<file path="config.mk">
export PLATFORM = sky130hd
export DESIGN_NAME = ps2_rx_fifo
export DESIGN_NICKNAME = d
export VERILOG_FILES = /design/src/rtl/ps2_pkg.sv /design/src/rtl/ps2_sync_filter.sv /design/src/rtl/ps2_rx_fifo.sv
export SDC_FILE = /design/constraint.sdc
export NUM_CORES = 1
export LEC_CHECK = 0
export CAP_MARGIN = 20
export CORE_MARGIN = 5
export CORE_UTILIZATION = 45
export CTS_BUF_LIST = sky130_fd_sc_hd__clkbuf_8
export CTS_CLUSTER_DIAMETER = 50
export DETAILED_ROUTE_END_ITERATION = 10
export PLACE_DENSITY = 0.64
export SLEW_MARGIN = 40
export SYNTH_ARGS = -nofsm -noshare
export SYNTH_HDL_FRONTEND = slang
export SYNTH_SLANG_ARGS = --single-unit
export TNS_END_PERCENT = 100
</file>
<file path="constraint.sdc">
create_clock -name clk -period 3 [get_ports clk]
set_input_delay 0.75 -clock clk [delete_from_list [all_inputs] [get_ports clk]]
set_output_delay 0.75 -clock clk [all_outputs]
set_load 0.01 [all_outputs]
</file>
<file path="src/rtl/ps2_pkg.sv">
// Shared PS/2 receiver types and frame constants.
package ps2_pkg;

    localparam int PS2_FRAME_BITS = 11;
    localparam int PS2_DATA_BITS  = 8;

    typedef enum logic [1:0] {
        IDLE,
        DATA,
        PARITY,
        STOP
    } ps2_state_e;

    // True when data plus parity bit carry an odd number of ones.
    function automatic logic odd_parity_ok(input logic [PS2_DATA_BITS-1:0] data,
                                           input logic                     parity);
        return ^{data, parity};
    endfunction

endpackage

</file>
<file path="src/rtl/ps2_sync_filter.sv">
// Two-flop synchronisers for both PS/2 pins, glitch filter and fall detect on ps2clk.
module ps2_sync_filter #(
    parameter int FILTER_LEN = 4
) (
    input  logic clk,
    input  logic rst_n,
    input  logic ps2clk,
    input  logic ps2data,
    output logic fall,
    output logic data_bit
);

    localparam int CW = (FILTER_LEN > 1) ? $clog2(FILTER_LEN) : 1;

    logic [1:0]    clk_sync_q;
    logic [1:0]    data_sync_q;
    logic [CW-1:0] filt_cnt_q;
    logic          clk_filt_q;
    logic          clk_filt_d_q;

    // NOTE: every clocked process uses <= so all flops sample pre-edge values
    // and the synchroniser chain shifts by exactly one stage per clock.
    always_ff @(posedge clk or negedge rst_n) begin
        if (!rst_n) begin
            clk_sync_q  <= 2'b11;
            data_sync_q <= 2'b11;
        end else begin
            clk_sync_q  <= {clk_sync_q[0], ps2clk};
            data_sync_q <= {data_sync_q[0], ps2data};
        end
    end

    // The filtered clock only follows the pin after FILTER_LEN differing samples in a row.
    always_ff @(posedge clk or negedge rst_n) begin
        if (!rst_n) begin
            filt_cnt_q   <= '0;
            clk_filt_q   <= 1'b1;
            clk_filt_d_q <= 1'b1;
        end else begin
            clk_filt_d_q <= clk_filt_q;
            if (clk_sync_q[1] == clk_filt_q) begin
                filt_cnt_q <= '0;
            end else if (filt_cnt_q == CW'(FILTER_LEN - 1)) begin
                filt_cnt_q <= '0;
                clk_filt_q <= clk_sync_q[1];
            end else begin
                filt_cnt_q <= filt_cnt_q + 1'b1;
            end
        end
    end

    assign fall     = clk_filt_d_q & ~clk_filt_q;
    assign data_bit = data_sync_q[1];

endmodule

</file>
<file path="src/rtl/ps2_rx_fifo.sv">
// PS/2 device-to-host receiver with frame checking and a first-word fall-through FIFO.
// Define PS2_RX_TIMEOUT_EN to abort partial frames after TIMEOUT_CYCLES idle clocks.
module ps2_rx_fifo #(
    parameter int FILTER_LEN     = 4,
    parameter int FIFO_DEPTH     = 8,
    parameter int TIMEOUT_CYCLES = 100000
) (
    input  logic                              clk,
    input  logic                              rst_n,
    input  logic                              ps2clk,
    input  logic                              ps2data,
    output logic [7:0]                        code,
    output logic                              code_valid,
    input  logic                              code_ready,
    output logic [$clog2(FIFO_DEPTH+1)-1:0]   fifo_count,
    output logic                              parity_err,
    output logic                              frame_err,
    output logic                              overflow,
    output logic                              timeout_err
);

    import ps2_pkg::*;

    localparam int AW = $clog2(FIFO_DEPTH);
    localparam int CW = $clog2(FIFO_DEPTH + 1);
    localparam int BW = $clog2(PS2_DATA_BITS);

    logic fall;
    logic data_bit;

    ps2_sync_filter #(.FILTER_LEN(FILTER_LEN)) u_sync_filter (
        .clk      (clk),
        .rst_n    (rst_n),
        .ps2clk   (ps2clk),
        .ps2data  (ps2data),
        .fall     (fall),
        .data_bit (data_bit)
    );

    ps2_state_e               state_q, state_n;
    logic [BW-1:0]            bit_cnt_q, bit_cnt_n;
    logic [PS2_DATA_BITS-1:0] shift_q, shift_n;
    logic                     par_q, par_n;
    logic                     frame_err_n, parity_err_n, push_n;
    logic                     push_q;
    logic [PS2_DATA_BITS-1:0] push_data_q;
    logic                     timeout_hit;

    // NOTE: every variable driven here gets a default first, so no path can
    // leave one unassigned and infer a latch.
    always_comb begin
        state_n      = state_q;
        bit_cnt_n    = bit_cnt_q;
        shift_n      = shift_q;
        par_n        = par_q;
        frame_err_n  = 1'b0;
        parity_err_n = 1'b0;
        push_n       = 1'b0;
        if (timeout_hit) begin
            state_n = IDLE;
        end else if (fall) begin
            unique case (state_q)
                IDLE: begin
                    if (!data_bit) begin
                        state_n   = DATA;
                        bit_cnt_n = '0;
                    end else begin
                        frame_err_n = 1'b1;
                    end
                end
                DATA: begin
                    shift_n   = {data_bit, shift_q[PS2_DATA_BITS-1:1]};
                    bit_cnt_n = bit_cnt_q + 1'b1;
                    if (bit_cnt_q == BW'(PS2_DATA_BITS - 1)) state_n = PARITY;
                end
                PARITY: begin
                    par_n   = data_bit;
                    state_n = STOP;
                end
                STOP: begin
                    state_n = IDLE;
                    if (!data_bit)                         frame_err_n  = 1'b1;
                    else if (!odd_parity_ok(shift_q, par_q)) parity_err_n = 1'b1;
                    else                                   push_n       = 1'b1;
                end
                default: state_n = IDLE;
            endcase
        end
    end

    always_ff @(posedge clk or negedge rst_n) begin
        if (!rst_n) begin
            state_q     <= IDLE;
            bit_cnt_q   <= '0;
            shift_q     <= '0;
            par_q       <= 1'b0;
            frame_err   <= 1'b0;
            parity_err  <= 1'b0;
            push_q      <= 1'b0;
            push_data_q <= '0;
        end else begin
            state_q    <= state_n;
            bit_cnt_q  <= bit_cnt_n;
            shift_q    <= shift_n;
            par_q      <= par_n;
            frame_err  <= frame_err_n;
            parity_err <= parity_err_n;
            push_q     <= push_n;
            if (push_n) push_data_q <= shift_q;
        end
    end

`ifdef PS2_RX_TIMEOUT_EN
    localparam int TW = (TIMEOUT_CYCLES > 1) ? $clog2(TIMEOUT_CYCLES) : 1;

    logic [TW-1:0] to_cnt_q;

    // A fall landing on the expiry cycle loses to the abort.
    assign timeout_hit = (state_q != IDLE) && (to_cnt_q == TW'(TIMEOUT_CYCLES - 1));

    always_ff @(posedge clk or negedge rst_n) begin
        if (!rst_n) begin
            to_cnt_q    <= '0;
            timeout_err <= 1'b0;
        end else begin
            timeout_err <= timeout_hit;
            if (state_q == IDLE || fall || timeout_hit) to_cnt_q <= '0;
            else                                         to_cnt_q <= to_cnt_q + 1'b1;
        end
    end
`else
    logic unused_timeout_cfg;

    assign unused_timeout_cfg = |TIMEOUT_CYCLES;
    assign timeout_hit        = 1'b0;
    assign timeout_err        = 1'b0;
`endif

    logic [PS2_DATA_BITS-1:0] mem [FIFO_DEPTH];
    logic [AW-1:0]            wr_ptr_q, rd_ptr_q;
    logic [CW-1:0]            count_q;
    logic                     full, pop, do_push;

    assign full    = (count_q == CW'(FIFO_DEPTH));
    assign pop     = code_valid & code_ready;
    assign do_push = push_q & (~full | pop);

    // NOTE: the storage array has no reset; occupancy lives in count_q and
    // code is masked while empty, so stale entries are never visible.
    always_ff @(posedge clk) begin
        if (do_push) mem[wr_ptr_q] <= push_data_q;
    end

    always_ff @(posedge clk or negedge rst_n) begin
        if (!rst_n) begin
            wr_ptr_q <= '0;
            rd_ptr_q <= '0;
            count_q  <= '0;
        end else begin
            if (do_push) wr_ptr_q <= wr_ptr_q + 1'b1;
            if (pop)     rd_ptr_q <= rd_ptr_q + 1'b1;
            unique case ({do_push, pop})
                2'b10:   count_q <= count_q + 1'b1;
                2'b01:   count_q <= count_q - 1'b1;
                default: count_q <= count_q;
            endcase
        end
    end

    assign code_valid = (count_q != '0);
    assign code       = code_valid ? mem[rd_ptr_q] : '0;
    assign fifo_count = count_q;
    assign overflow   = push_q & full & ~pop;

endmodule

</file>
==> results.md <==
- Status: finished, final reports clean
- Worst-case reg-to-reg path depth: 10
- Largest net degree at the start of global routing: 44
- Slew headroom: 58.5%
- Placed insts: 428
- Final instance area: 5130 um^2
- Maxcap violations: 0
- WP data arrival: 2140 ps
- P&R area growth vs syn: 16.6%
- Worst R2R End: fifo_count[1]
- Fin cells: 447
- I/O pin cnt: 22
- Post-Syn Area: between 4000 and 5000 um^2
- Post-synth top area share: 43.7%
- Drc violations: 0
- Ranking of synthesized cells by area: edfxtp_1 44%, dfrtp_1 21%, mux4_2 8.2%
- Min-Delay Startpoint: u_sync_filter.data_sync_q[0]
- Async S/R FF share, synth: between 40% and 50%
- CP startpoint kind: flip-flop
- TNS Setup: 0 ps
- Seq pwr share: 44.9%
- Setup Crit Path Kind: reg -> out
- Core footprint: 9640 um^2
- Final Cycle Share: 96.2%
- Final Util: 53.2%
- Vias: 2271
- Chip height: 109 um
- DR WL/cell: 17.1 um
- Tmin final: ~2900 ps
- Worst Hold Path EP: u_sync_filter.data_sync_q[1]
- Post-Syn Nets: 284
- Hold Worst Slack: roughly 360 ps
- Max Freq: 347 MHz
- Hold path depth: 0
- Setup violations, final: 0
- #FFs+latches synth: 107
- Port Buffers: 20
- R2R setup slack: 420 ps
- First-pass GRT wire length: ~12000 um
- Clock sink count: 107
- Area leader, netlist: edfxtp_1
- CTS root buf: clkbuf_8
- Internal power: 3.13 mW
- Via density: roughly 5
- Area of the die: 11900 um^2
- Endpoint class of the critical path: output pin
- Grt ovf: 0
- Most frequent cells in the layout: 64 x edfxtp_1, 36 x dfrtp_1, 20 x nor2_1, 19 x mux2_2
- Synth Area per Inst: 16.4 um^2
- Fraction of layout cells with a size suffix above 1: approximately a quarter
- Routability cong.: 0.732
- Routed WL: approximately 7700 um
- Initial drt markers: about 140
- Worst slack, placed: roughly 150 ps
- CTS max path bufs: 2
- Initial antenna violation count: 0
- Cells after Synth: 269
- RR Startpoint: fifo_count[1]
- Tot Pwr: 4.59 mW
- Worst Slack Setup Final: around 110 ps
- Comb power frac: 36.0%
- Hold Crit Class: reg -> reg
- Num rows: 36
- Leakage: ~2.0 nW
- Switching share of power: 31.8%
- Routed Antenna Nets: 0
- Tot GR Track Use: 13.8%
- Max FO, Critical Path: 5
- CTS Buf Count: 9
- Worst EP required: between 2000 and 2500 ps
- Starting Density: 45.7%
- Clock Pin Slew Worst Setup and Hold Paths: 90 ps
- Hpwl dp: just under 5000 um
- Hold Vio Cnt, Final: 0
- Unrepaired setup endpoints after global routing: false
- Max Clock Skew: 10.1 ps
- Layout fillers: ~840
- TritonCTS clock tree: built
- Worst-Skew Late Latency: between 300 and 400 ps
- Chip width: 109 um
- Net Sw Power: 1.46 mW
- Router iterations before antenna repair: 4
- Final Net Count: 324
- Final Max Tran Viols: 0
- Worst slew pin tran: 623 ps
- Diode count: 0
- Placed Instance Area: slightly below 5000 um^2
- EDFF count, synth: 64
- Main synth FF type: edfxtp_1
- Commonest non-fill, non-tap cell in the layout: edfxtp_1
- YS warnings: 0
- Power Dens Cells: 894 nW/um^2
- Sequential fraction of the synthesis area: 68.3%
- Clk pwr share: 19.1%
- Synth unique cells: 35
- VDD IR max: 454 uV
- Number of global-route vias before repair: 2305
- H-tree depth: 3
[metal layers]
layer | global-route usage [%] | vias to the layer above | wire, um
met5 | 0 | - | 0
met1 | 17.9 | 1151 | 3320
met4 | 4.87 | 0 | 116
met3 | 2.72 | 10 | 243
li1 | - | 1078 | -
met2 | 23.1 | 32 | 3980
[layout make-up]
| type | count | area (um^2) | share of cell area (%) |
|---|---|---|---|
| Clock inverter | 7 | 77.6 | 1.51 |
| Clock buffer | 9 | 124 | 2.41 |
| Multi-Input combinational cell | 149 | 1360 | 26.4 |
| Tap cell | 133 | 166 | 3.24 |
| Timing Repair Buffer | 36 | 378 | 7.36 |
| Sequential cell | 107 | 3010 | 58.6 |
| Inverter | 6 | 22.5 | 0.439 |
[flip-flops by register name, indices dropped and copies added (netlist names)]
register and count:
bit_cnt_q 3, fifo_count 4, frame_err 1, mem 64, par_q 1, parity_err 1
push_data_q 8, push_q 1, rd_ptr_q 3, shift_q 8, state_q 2, u_sync_filter.clk_filt_d_q 1
u_sync_filter.clk_filt_q 1, u_sync_filter.clk_sync_q 2, u_sync_filter.data_sync_q 2, u_sync_filter.filt_cnt_q 2, wr_ptr_q 3
[power by group through the flow]
stage / combinational [mW] / sequential (mW) / clock, mW
floorplan: 1.14 / 2.00 / 0
detailed placement: 1.58 / 2.08 / 0
finish: 1.65 / 2.06 / 0.875
global route: 1.81 / 2.10 / 0.967
CTS: 1.59 / 2.05 / 0.910
global placement: 1.54 / 2.07 / 0
[synthesized netlist by cell type, types with 6 or more instances]
master,instances
edfxtp_1,64
dfrtp_1,37
nor2_1,20
mux2_2,19
mux4_2,16
nand2_1,16
xnor2_1,13
ha_1,10
mux2i_1,10
o21ai_0,8
a21oi_1,7
dfstp_2,6
[cell families (layout without fill, tap and decap cells)]
logic type	Yosys count	after routing	share of synthesized area, %
simple gates	57	58	5.94
xor+xnor	15	15	3.16
fa+ha+maj	10	10	2.84
buf+inv	14	58	1.34
flops	107	107	68.3
mux	46	46	15.8
other cells	1	1	0.0852
compound gates	19	19	2.50
[how the worst max path moves through the flow]
| stage | start | endpoint | slack (ps) |
|---|---|---|---|
| CTS | fifo_count[1] | code_valid | 8 |
| global placement | code_ready | overflow | 200 |
| finish | rd_ptr_q[0] | code[4] | 110 |
| global route | rd_ptr_q[0] | code[4] | 20 |
| floorplan | fifo_count[1] | fifo_count[1] | 550 |
| detailed placement | code_ready | overflow | 150 |
[timing repair]
action	CTS	global route
hold buffers	0	0
gates cloned	0	2
pin swaps	0	1
resized for setup	1	16
endpoints found under the setup margin	1	9
buffers inserted	0	1
[critical path: stages, from the launching register on]
cell and delay, ps:
dfrtp_2 440, clkbuf_16 170, mux4_2 480, mux2i_1 140, nor2_1 50, clkdlybuf4s50_1 480
Power figures use the tool's default switching activity.
